--- config.mk ---
export PLATFORM = sky130hd
export DESIGN_NAME = strat_decide_mc_flat
export DESIGN_NICKNAME = d
export VERILOG_FILES = /design/src/rtl/strat_decide_mc_if.sv /design/src/rtl/strat_decide_mc.sv /design/src/flat_wrapper.sv
export SDC_FILE = /design/constraint.sdc
export NUM_CORES = 2
export LEC_CHECK = 0
export ABC_AREA = 1
export BUFFER_PORTS_ARGS = -buffer_cell sky130_fd_sc_hd__buf_2
export CORE_MARGIN = 2
export CORE_UTILIZATION = 50
export CTS_CLUSTER_DIAMETER = 60
export DETAILED_ROUTE_END_ITERATION = 10
export GPL_ROUTABILITY_DRIVEN = 0
export GPL_TIMING_DRIVEN = 0
export PLACE_DENSITY = 0.67
export SETUP_SLACK_MARGIN = 0.02
export SYNTH_ARGS = -nofsm -noshare
export SYNTH_HDL_FRONTEND = slang
export SYNTH_SLANG_ARGS = --single-unit
--- constraint.sdc ---
create_clock -name clk -period 10.7 [get_ports clk]
set_clock_uncertainty 0.15 [all_clocks]
set_input_delay 1.07 -clock clk [delete_from_list [all_inputs] [get_ports clk]]
set_output_delay 1.07 -clock clk [all_outputs]
set_load 0.01 [all_outputs]
--- src/rtl/strat_decide_mc_if.sv ---
// Bundle of config, BBO, fill and decision signals between the order book side and the decider.
// master drives stimulus/config; slave is the decider itself.
interface strat_decide_mc_if #(
  parameter int unsigned W    = 32,
  parameter int unsigned SYMW = 2,
  parameter int unsigned POSW = 16
);
  logic                   cfg_we;
  logic [SYMW-1:0]        cfg_sym;
  logic [1:0]             cfg_addr;
  logic [W-1:0]           cfg_wdata;
  logic [POSW-2:0]        pos_limit;
  logic                   in_valid;
  logic                   in_ready;
  logic [SYMW-1:0]        in_sym;
  logic [W-1:0]           bid_px0;
  logic [W-1:0]           ask_px0;
  logic                   fill_valid;
  logic [SYMW-1:0]        fill_sym;
  logic                   fill_side;
  logic [POSW-2:0]        fill_qty;
  logic                   out_valid;
  logic                   out_ready;
  logic [SYMW-1:0]        out_sym;
  logic                   buy;
  logic                   sell;
  logic signed [POSW-1:0] pos_out;
  logic [15:0]            conflict_cnt;
  logic [15:0]            suppress_cnt;

  modport master (
    output cfg_we, cfg_sym, cfg_addr, cfg_wdata, pos_limit,
    output in_valid, in_sym, bid_px0, ask_px0,
    output fill_valid, fill_sym, fill_side, fill_qty, out_ready,
    input  in_ready, out_valid, out_sym, buy, sell, pos_out, conflict_cnt, suppress_cnt
  );

  modport slave (
    input  cfg_we, cfg_sym, cfg_addr, cfg_wdata, pos_limit,
    input  in_valid, in_sym, bid_px0, ask_px0,
    input  fill_valid, fill_sym, fill_side, fill_qty, out_ready,
    output in_ready, out_valid, out_sym, buy, sell, pos_out, conflict_cnt, suppress_cnt
  );
endinterface

--- src/rtl/strat_decide_mc.sv ---
// Multi-symbol BBO threshold decider: 2-stage pipeline with per-symbol config,
// cooldown timers and signed position limits gating buy/sell decisions.
module strat_decide_mc #(
  parameter int unsigned W    = 32,
  parameter int unsigned NSYM = 4,
  parameter int unsigned SYMW = 2,
  parameter int unsigned CDW  = 16,
  parameter int unsigned POSW = 16
) (
  input logic             clk,
  input logic             rst,
  strat_decide_mc_if.slave bus_io
);

  localparam logic signed [POSW:0] PosMax = {2'b00, {(POSW-1){1'b1}}};
  localparam logic signed [POSW:0] PosMin = {2'b11, {(POSW-1){1'b0}}};

  logic [NSYM-1:0][W-1:0]    fair_q, fair_d, tb_q, tb_d, ts_q, ts_d;
  logic [NSYM-1:0][CDW-1:0]  cd_q, cd_d, tmr_q, tmr_d;
  logic [NSYM-1:0][POSW-1:0] pos_q, pos_d;

  logic            s1_valid_q, s1_valid_d;
  logic [SYMW-1:0] s1_sym_q, s1_sym_d;
  logic [W-1:0]    s1_bid_q, s1_bid_d, s1_ask_q, s1_ask_d;
  logic [W-1:0]    s1_fair_q, s1_fair_d, s1_tb_q, s1_tb_d, s1_ts_q, s1_ts_d;

  logic            out_valid_q, out_valid_d;
  logic [SYMW-1:0] out_sym_q, out_sym_d;
  logic            buy_q, buy_d, sell_q, sell_d;
  logic [POSW-1:0] pos_out_q, pos_out_d;
  logic [15:0]     conflict_q, conflict_d, suppress_q, suppress_d;

  logic adv, in_ready, accept;
  logic buy_c, sell_c, conflict, buy_blk, sell_blk, buy_g, sell_g, suppressed, cd_busy;
  logic [POSW-1:0]        cur_pos;
  logic signed [POSW:0]   pos_ext, lim_ext, nlim_ext;
  logic signed [POSW:0]   fpos_ext, fqty_ext, fsum;

  assign adv      = s1_valid_q & (~out_valid_q | bus_io.out_ready);
  assign in_ready = ~s1_valid_q | adv;
  assign accept   = bus_io.in_valid & in_ready;

  // Compare at W+1 bits so ask+tb and fair+ts can never wrap.
  assign buy_c    = ({1'b0, s1_ask_q} + {1'b0, s1_tb_q}) < {1'b0, s1_fair_q};
  assign sell_c   = {1'b0, s1_bid_q} > ({1'b0, s1_fair_q} + {1'b0, s1_ts_q});
  assign conflict = buy_c & sell_c;

  assign cur_pos  = pos_q[s1_sym_q];
  assign cd_busy  = tmr_q[s1_sym_q] != '0;
  assign pos_ext  = {cur_pos[POSW-1], cur_pos};
  assign lim_ext  = {2'b00, bus_io.pos_limit};
  assign nlim_ext = -lim_ext;
  assign buy_blk  = cd_busy | (pos_ext >= lim_ext);
  assign sell_blk = cd_busy | (pos_ext <= nlim_ext);

  assign buy_g      = buy_c & ~sell_c & ~buy_blk;
  assign sell_g     = sell_c & ~buy_c & ~sell_blk;
  assign suppressed = (buy_c & ~sell_c & buy_blk) | (sell_c & ~buy_c & sell_blk);

  assign fpos_ext = {pos_q[bus_io.fill_sym][POSW-1], pos_q[bus_io.fill_sym]};
  assign fqty_ext = {2'b00, bus_io.fill_qty};
  assign fsum     = bus_io.fill_side ? (fpos_ext + fqty_ext) : (fpos_ext - fqty_ext);

  always_comb begin
    fair_d = fair_q;
    tb_d   = tb_q;
    ts_d   = ts_q;
    cd_d   = cd_q;
    if (bus_io.cfg_we) begin
      unique case (bus_io.cfg_addr)
        2'd0: fair_d[bus_io.cfg_sym] = bus_io.cfg_wdata;
        2'd1: tb_d[bus_io.cfg_sym]   = bus_io.cfg_wdata;
        2'd2: ts_d[bus_io.cfg_sym]   = bus_io.cfg_wdata;
        2'd3: cd_d[bus_io.cfg_sym]   = bus_io.cfg_wdata[CDW-1:0];
        default: ;
      endcase
    end
  end

  always_comb begin
    for (int unsigned i = 0; i < NSYM; i++) begin
      if (adv && (buy_g || sell_g) && (s1_sym_q == SYMW'(i))) begin
        tmr_d[i] = cd_q[i];
      end else if (tmr_q[i] != '0) begin
        tmr_d[i] = tmr_q[i] - CDW'(1);
      end else begin
        tmr_d[i] = tmr_q[i];
      end
    end
  end

  // Gating above reads pos_q, so a same-cycle fill only affects later decisions.
  always_comb begin
    pos_d = pos_q;
    if (bus_io.fill_valid) begin
      if (fsum > PosMax) begin
        pos_d[bus_io.fill_sym] = PosMax[POSW-1:0];
      end else if (fsum < PosMin) begin
        pos_d[bus_io.fill_sym] = PosMin[POSW-1:0];
      end else begin
        pos_d[bus_io.fill_sym] = fsum[POSW-1:0];
      end
    end
  end

  always_comb begin
    s1_valid_d = s1_valid_q;
    s1_sym_d   = s1_sym_q;
    s1_bid_d   = s1_bid_q;
    s1_ask_d   = s1_ask_q;
    s1_fair_d  = s1_fair_q;
    s1_tb_d    = s1_tb_q;
    s1_ts_d    = s1_ts_q;
    if (accept) begin
      s1_valid_d = 1'b1;
      s1_sym_d   = bus_io.in_sym;
      s1_bid_d   = bus_io.bid_px0;
      s1_ask_d   = bus_io.ask_px0;
      s1_fair_d  = fair_q[bus_io.in_sym];
      s1_tb_d    = tb_q[bus_io.in_sym];
      s1_ts_d    = ts_q[bus_io.in_sym];
    end else if (adv) begin
      s1_valid_d = 1'b0;
    end
  end

  always_comb begin
    out_valid_d = out_valid_q;
    out_sym_d   = out_sym_q;
    buy_d       = buy_q;
    sell_d      = sell_q;
    pos_out_d   = pos_out_q;
    conflict_d  = conflict_q;
    suppress_d  = suppress_q;
    if (adv) begin
      out_valid_d = 1'b1;
      out_sym_d   = s1_sym_q;
      buy_d       = buy_g;
      sell_d      = sell_g;
      pos_out_d   = cur_pos;
      if (conflict && (conflict_q != 16'hFFFF)) conflict_d = conflict_q + 16'd1;
      if (suppressed && (suppress_q != 16'hFFFF)) suppress_d = suppress_q + 16'd1;
    end else if (bus_io.out_ready) begin
      out_valid_d = 1'b0;
    end
  end

  always_ff @(posedge clk) begin
    if (rst) begin
      fair_q      <= '0;
      tb_q        <= '0;
      ts_q        <= '0;
      cd_q        <= '0;
      tmr_q       <= '0;
      pos_q       <= '0;
      s1_valid_q  <= 1'b0;
      s1_sym_q    <= '0;
      s1_bid_q    <= '0;
      s1_ask_q    <= '0;
      s1_fair_q   <= '0;
      s1_tb_q     <= '0;
      s1_ts_q     <= '0;
      out_valid_q <= 1'b0;
      out_sym_q   <= '0;
      buy_q       <= 1'b0;
      sell_q      <= 1'b0;
      pos_out_q   <= '0;
      conflict_q  <= '0;
      suppress_q  <= '0;
    end else begin
      fair_q      <= fair_d;
      tb_q        <= tb_d;
      ts_q        <= ts_d;
      cd_q        <= cd_d;
      tmr_q       <= tmr_d;
      pos_q       <= pos_d;
      s1_valid_q  <= s1_valid_d;
      s1_sym_q    <= s1_sym_d;
      s1_bid_q    <= s1_bid_d;
      s1_ask_q    <= s1_ask_d;
      s1_fair_q   <= s1_fair_d;
      s1_tb_q     <= s1_tb_d;
      s1_ts_q     <= s1_ts_d;
      out_valid_q <= out_valid_d;
      out_sym_q   <= out_sym_d;
      buy_q       <= buy_d;
      sell_q      <= sell_d;
      pos_out_q   <= pos_out_d;
      conflict_q  <= conflict_d;
      suppress_q  <= suppress_d;
    end
  end

  assign bus_io.in_ready     = in_ready;
  assign bus_io.out_valid    = out_valid_q;
  assign bus_io.out_sym      = out_sym_q;
  assign bus_io.buy          = buy_q;
  assign bus_io.sell         = sell_q;
  assign bus_io.pos_out      = pos_out_q;
  assign bus_io.conflict_cnt = conflict_q;
  assign bus_io.suppress_cnt = suppress_q;

endmodule

--- src/flat_wrapper.sv ---
// flat-port wrapper written by rule: the top's interface ports become plain ports
module strat_decide_mc_flat 
#(
  parameter int unsigned W    = 32,
  parameter int unsigned NSYM = 4,
  parameter int unsigned SYMW = 2,
  parameter int unsigned CDW  = 16,
  parameter int unsigned POSW = 16
)
  (clk, rst, bus_io_cfg_we, bus_io_cfg_sym, bus_io_cfg_addr, bus_io_cfg_wdata, bus_io_pos_limit, bus_io_in_valid, bus_io_in_sym, bus_io_bid_px0, bus_io_ask_px0, bus_io_fill_valid, bus_io_fill_sym, bus_io_fill_side, bus_io_fill_qty, bus_io_out_ready, bus_io_in_ready, bus_io_out_valid, bus_io_out_sym, bus_io_buy, bus_io_sell, bus_io_pos_out, bus_io_conflict_cnt, bus_io_suppress_cnt);
  strat_decide_mc_if #(.W(W), .SYMW(SYMW), .POSW(POSW)) bus_io_i ();
  input logic clk;
  input logic rst;
  input wire logic [$bits(bus_io_i.cfg_we)-1:0] bus_io_cfg_we;
  input wire logic [$bits(bus_io_i.cfg_sym)-1:0] bus_io_cfg_sym;
  input wire logic [$bits(bus_io_i.cfg_addr)-1:0] bus_io_cfg_addr;
  input wire logic [$bits(bus_io_i.cfg_wdata)-1:0] bus_io_cfg_wdata;
  input wire logic [$bits(bus_io_i.pos_limit)-1:0] bus_io_pos_limit;
  input wire logic [$bits(bus_io_i.in_valid)-1:0] bus_io_in_valid;
  input wire logic [$bits(bus_io_i.in_sym)-1:0] bus_io_in_sym;
  input wire logic [$bits(bus_io_i.bid_px0)-1:0] bus_io_bid_px0;
  input wire logic [$bits(bus_io_i.ask_px0)-1:0] bus_io_ask_px0;
  input wire logic [$bits(bus_io_i.fill_valid)-1:0] bus_io_fill_valid;
  input wire logic [$bits(bus_io_i.fill_sym)-1:0] bus_io_fill_sym;
  input wire logic [$bits(bus_io_i.fill_side)-1:0] bus_io_fill_side;
  input wire logic [$bits(bus_io_i.fill_qty)-1:0] bus_io_fill_qty;
  input wire logic [$bits(bus_io_i.out_ready)-1:0] bus_io_out_ready;
  output wire logic [$bits(bus_io_i.in_ready)-1:0] bus_io_in_ready;
  output wire logic [$bits(bus_io_i.out_valid)-1:0] bus_io_out_valid;
  output wire logic [$bits(bus_io_i.out_sym)-1:0] bus_io_out_sym;
  output wire logic [$bits(bus_io_i.buy)-1:0] bus_io_buy;
  output wire logic [$bits(bus_io_i.sell)-1:0] bus_io_sell;
  output wire logic [$bits(bus_io_i.pos_out)-1:0] bus_io_pos_out;
  output wire logic [$bits(bus_io_i.conflict_cnt)-1:0] bus_io_conflict_cnt;
  output wire logic [$bits(bus_io_i.suppress_cnt)-1:0] bus_io_suppress_cnt;
  assign bus_io_i.cfg_we = bus_io_cfg_we;
  assign bus_io_i.cfg_sym = bus_io_cfg_sym;
  assign bus_io_i.cfg_addr = bus_io_cfg_addr;
  assign bus_io_i.cfg_wdata = bus_io_cfg_wdata;
  assign bus_io_i.pos_limit = bus_io_pos_limit;
  assign bus_io_i.in_valid = bus_io_in_valid;
  assign bus_io_i.in_sym = bus_io_in_sym;
  assign bus_io_i.bid_px0 = bus_io_bid_px0;
  assign bus_io_i.ask_px0 = bus_io_ask_px0;
  assign bus_io_i.fill_valid = bus_io_fill_valid;
  assign bus_io_i.fill_sym = bus_io_fill_sym;
  assign bus_io_i.fill_side = bus_io_fill_side;
  assign bus_io_i.fill_qty = bus_io_fill_qty;
  assign bus_io_i.out_ready = bus_io_out_ready;
  assign bus_io_in_ready = bus_io_i.in_ready;
  assign bus_io_out_valid = bus_io_i.out_valid;
  assign bus_io_out_sym = bus_io_i.out_sym;
  assign bus_io_buy = bus_io_i.buy;
  assign bus_io_sell = bus_io_i.sell;
  assign bus_io_pos_out = bus_io_i.pos_out;
  assign bus_io_conflict_cnt = bus_io_i.conflict_cnt;
  assign bus_io_suppress_cnt = bus_io_i.suppress_cnt;
  strat_decide_mc #(.W(W), .NSYM(NSYM), .SYMW(SYMW), .CDW(CDW), .POSW(POSW)) u_core (.clk(clk), .rst(rst), .bus_io(bus_io_i));
endmodule
==> results_tabular.tex <==
\begin{tabular}{lr}
\hline
Metric & Value \\
\hline
\multicolumn{2}{l}{\textbf{Flow run}} \\
Max Cap Viol & 0 \\
\multicolumn{2}{l}{\textbf{Clock network}} \\
Clock latency on the worst-skew pair & 0.67 ns \\
Clock input transition at the sequential cells of the worst setup and hold paths & 0.06 ns \\
TritonCTS clock tree & yes \\
Post-CTS Resized & 0 \\
Hold buffer count at CTS & 0 \\
Level count of the clock H-tree & 3 \\
TritonCTS buffer count & 89 \\
CTS Root Buffer Type & sky130\_fd\_sc\_hd\_\_clkbuf\_16 \\
Number of post-CTS setup repair buffers & 0 \\
Buffers from clock root to sink, at most & 3 \\
Sink count of the clock tree & 792 \\
\multicolumn{2}{l}{\textbf{Power}} \\
Switching power as a share of total power & between 30\% and 40\% \\
Sequential fraction of design power & 37.7\% \\
Power Dens Cells & about 190 nW/um\^{}2 \\
Overall power consumption & just under 9000 uW \\
Max VDD drop & about 0.00015 V \\
Combinational fraction of design power & 25.8\% \\
Pint & roughly 5900 uW \\
Clock network power share & 36.5\% \\
Net switching power & 3047 uW \\
Leakage power & roughly 0.019 uW \\
\multicolumn{2}{l}{\textbf{Setup path}} \\
Critical path endpoint category & register \\
Worst path required time & 11.12 ns \\
Kind of launch point of the worst setup path & register \\
Critical path startpoint & u\_core.s1\_tb\_q[0] \\
Slowest Stage Delay on Critical Path & 0.43 ns \\
Startpoint-to-endpoint class of the critical path & register to register \\
Critical-path top delay cell & sky130\_fd\_sc\_hd\_\_a221oi\_1 \\
Most Frequent Cell on Critical Path & sky130\_fd\_sc\_hd\_\_nand2\_1 \\
Beginning of the worst register-to-register path & u\_core.s1\_tb\_q[0] \\
Critical path data arrival time & $\sim$6.4 ns \\
Worst-path maximum fanout & 10 \\
\multicolumn{2}{l}{\textbf{Synthesis}} \\
Proportion of synthesized chip area in sequential cells & approximately two fifths \\
Total number of yosys warnings & 0 \\
Synthesized net count & 6052 \\
Most frequently used flop master after synthesis & sky130\_fd\_sc\_hd\_\_dfxtp\_1 \\
Synthesized netlist cell count & 5726 \\
Most area-hungry cell type in the Yosys netlist & sky130\_fd\_sc\_hd\_\_dfxtp\_1 \\
Flop and latch count out of synthesis & roughly 800 \\
Number of synthesized flops with an enable pin & 0 \\
Cell with the most instances after synthesis & sky130\_fd\_sc\_hd\_\_o21ai\_0 \\
Distinct cell type count after synthesis & 58 \\
Avg Inst Size Synth & 7.075 sq um \\
Post-synth top cells & sky130\_fd\_sc\_hd\_\_o21ai\_0 (857), sky130\_fd\_sc\_hd\_\_nor2\_1 (853), sky130\_fd\_sc\_hd\_\_dfxtp\_1 (792) \\
Mapped Area & 40510 sq um \\
Post-synth top area share & 39.14\% \\
Async set-reset flop share out of synthesis & 0\% \\
Top area cells in the synthesized netlist & sky130\_fd\_sc\_hd\_\_dfxtp\_1 (39\%), sky130\_fd\_sc\_hd\_\_o21ai\_0 (11\%), sky130\_fd\_sc\_hd\_\_nor2\_1 (7.9\%) \\
\multicolumn{2}{l}{\textbf{GRT}} \\
First-pass GRT wire length & around 220000 um \\
Total Routing Usage GR & 33.90\% \\
Overflow left after global routing & 0 \\
Number of global-route vias before repair & 37090 \\
Initial antenna violation count & 15 \\
Largest net degree at the start of global routing & 14 \\
\multicolumn{2}{l}{\textbf{Floorplanning}} \\
Boundary Pins & between 150 and 200 \\
Placeable core area & 80420 sq um \\
Starting density of the core & 50.38\% \\
Die area & 83320 sq um \\
Row count & 104 \\
Chip Height & about 290 um \\
Width of the chip & 288.7 um \\
\multicolumn{2}{l}{\textbf{Timing}} \\
Slew at the pin closest to its max-slew limit & 1.344 ns \\
RSZ-0062 raised after global routing & no \\
Setup violators final & 0 \\
Max frequency & 167.6 MHz \\
Fraction of the cycle the final worst path needs & 55.77\% \\
Number of max-slew violations in the final report & 0 \\
Hold Violations, Final & 0 \\
Tightest slew margin relative to the limit & 10.38\% \\
Final critical path time including I/O delays and setup & 5.968 ns \\
Setup TNS Final & 0 ns \\
\multicolumn{2}{l}{\textbf{Hold path}} \\
Worst Hold Launch & u\_core.fair\_q[22] \\
HP Class & register to register \\
\multicolumn{2}{l}{\textbf{Detailed routing}} \\
Count of nets left with antenna violations after detail routing & 0 \\
Drt wl/cell & 20.25 um \\
Drt pass-1 iters & 6 \\
Via count & 40590 \\
1st-iter DRT viols & 3932 \\
Routed wire length & 144800 um \\
Number of DRC violations after detailed routing & 0 \\
Detailed-route vias per instance & 5.677 \\
\multicolumn{2}{l}{\textbf{Final layout}} \\
Area added between synthesis and finish & 13.39\% \\
Fillcell total & 7856 \\
Final Net Count & 6333 \\
Share of cells above drive strength 1 & 7.153\% \\
Cell Count, Final, Fillers Out & 7149 \\
Final Instance Area & $\sim$46000 sq um \\
\multicolumn{2}{l}{\textbf{Place}} \\
HPWL after DPL & 109200 um \\
Placed inst area & 42790 sq um \\
Inst Count DP & approximately 7000 \\
I/O Buffers & 190 \\
\multicolumn{2}{l}{\textbf{Outcome}} \\
Result of the run & completed \\
\hline
\end{tabular}
## state kept, by name, summed over array words and instances, names as in the netlist, 64 cells and up
name / flops
u_core.fair_q: 128
u_core.tb_q: 128
u_core.ts_q: 128
u_core.cd_q: 64
u_core.pos_q: 64
u_core.tmr_q: 64
## per-layer routing
layer,GRT usage [%],share of wire [%],vias to the layer above
li1,-,-,19760
met1,43.79,41,18610
met2,53.12,43,1786
met3,6.351,9.1,414
met4,19.39,6.6,12
met5,0,0.056,-
## logic make-up (layout without fill, tap and decap cells)
group / count (synthesis) / after routing / synth area share, %
flip-flops: 792 / 792 / 39.14
AO/OA/AOI/OAI: 1787 / 1787 / 23.89
adder cells (fa/ha/maj): 185 / 185 / 5.769
other: 0 / 8 / 0
AND/OR/NAND/NOR: 1865 / 1865 / 18.86
XOR/XNOR: 160 / 160 / 3.459
buffers and inverters: 937 / 1292 / 8.888
## worst max-delay path, delay by kind of cell, from the launching register on
family                     cells  cell delay [ns]
xor gates and xnor gates       1             0.24
and+or+nand+nor               12             1.52
DFF                            1             0.34
AOI/OAI and AO/OA              9             2.12
buffers and inverters          3             0.54
adders and majority gates      3             0.95
## power groups by stage
stage	Clock [uW]	Combinational, uW	Sequential (uW)
after CTS	3280	2270	3360
after global routing	3400	2570	3390
after detailed placement	0	2250	3420
after floorplan	0	1630	3360
after global placement	0	2220	3420
final	3270	2310	3370
## layout make-up
class	count	area, sq um	area share, %
Antenna cell	8	20.02	0.04358
Inverter	567	2133	4.644
Clock inverter	46	595.6	1.297
Multi-Input combinational cell	3997	21060	45.84
Sequential cell	792	15860	34.52
Tap cell	1060	1326	2.887
Clock buffer	119	2531	5.510
Buffer	370	1468	3.195
Timing Repair Buffer	190	950.9	2.070
## through the flow
stage	util, %	setup WS (ns)	hold slack, ns
6_report	57.12	4.732	0.2925
5_1_grt	57.11	4.353	0.3086
4_1_cts	57.10	4.834	0.2920
3_5_place_dp	53.21	4.703	0.2830
3_3_place_gp	53.21	4.781	0.2798
2_1_floorplan	-	6.125	0.2700
## cells in the final DEF (no fill, tap or decap), drive strengths merged, types with 31 or more instances in the layout
| cell | n |
|---|---|
| o22ai | 31 |
| o211ai | 99 |
| nor3 | 53 |
| nand2 | 684 |
| buf | 222 |
| nand3 | 208 |
| ha | 182 |
| clkinv | 38 |
| a31oi | 107 |
| xnor2 | 65 |
| clkbuf | 457 |
| nor2 | 857 |
| a21oi | 604 |
| inv | 561 |
| o21ai | 867 |
| xor2 | 95 |
| dfxtp | 792 |
## path summary, 6_finish.rpt
| check | to | slack, ns | cells past startpoint |
|---|---|---|---|
| min | u_core.fair_q[22] | 0.29 | 2 |
| max | u_core.tmr_q[31] | 4.73 | 28 |
| max reg2reg | u_core.tmr_q[31] | 4.73 | 28 |
| min reg2reg | u_core.fair_q[22] | 0.29 | 2 |
(Power assumes the default switching activity.)
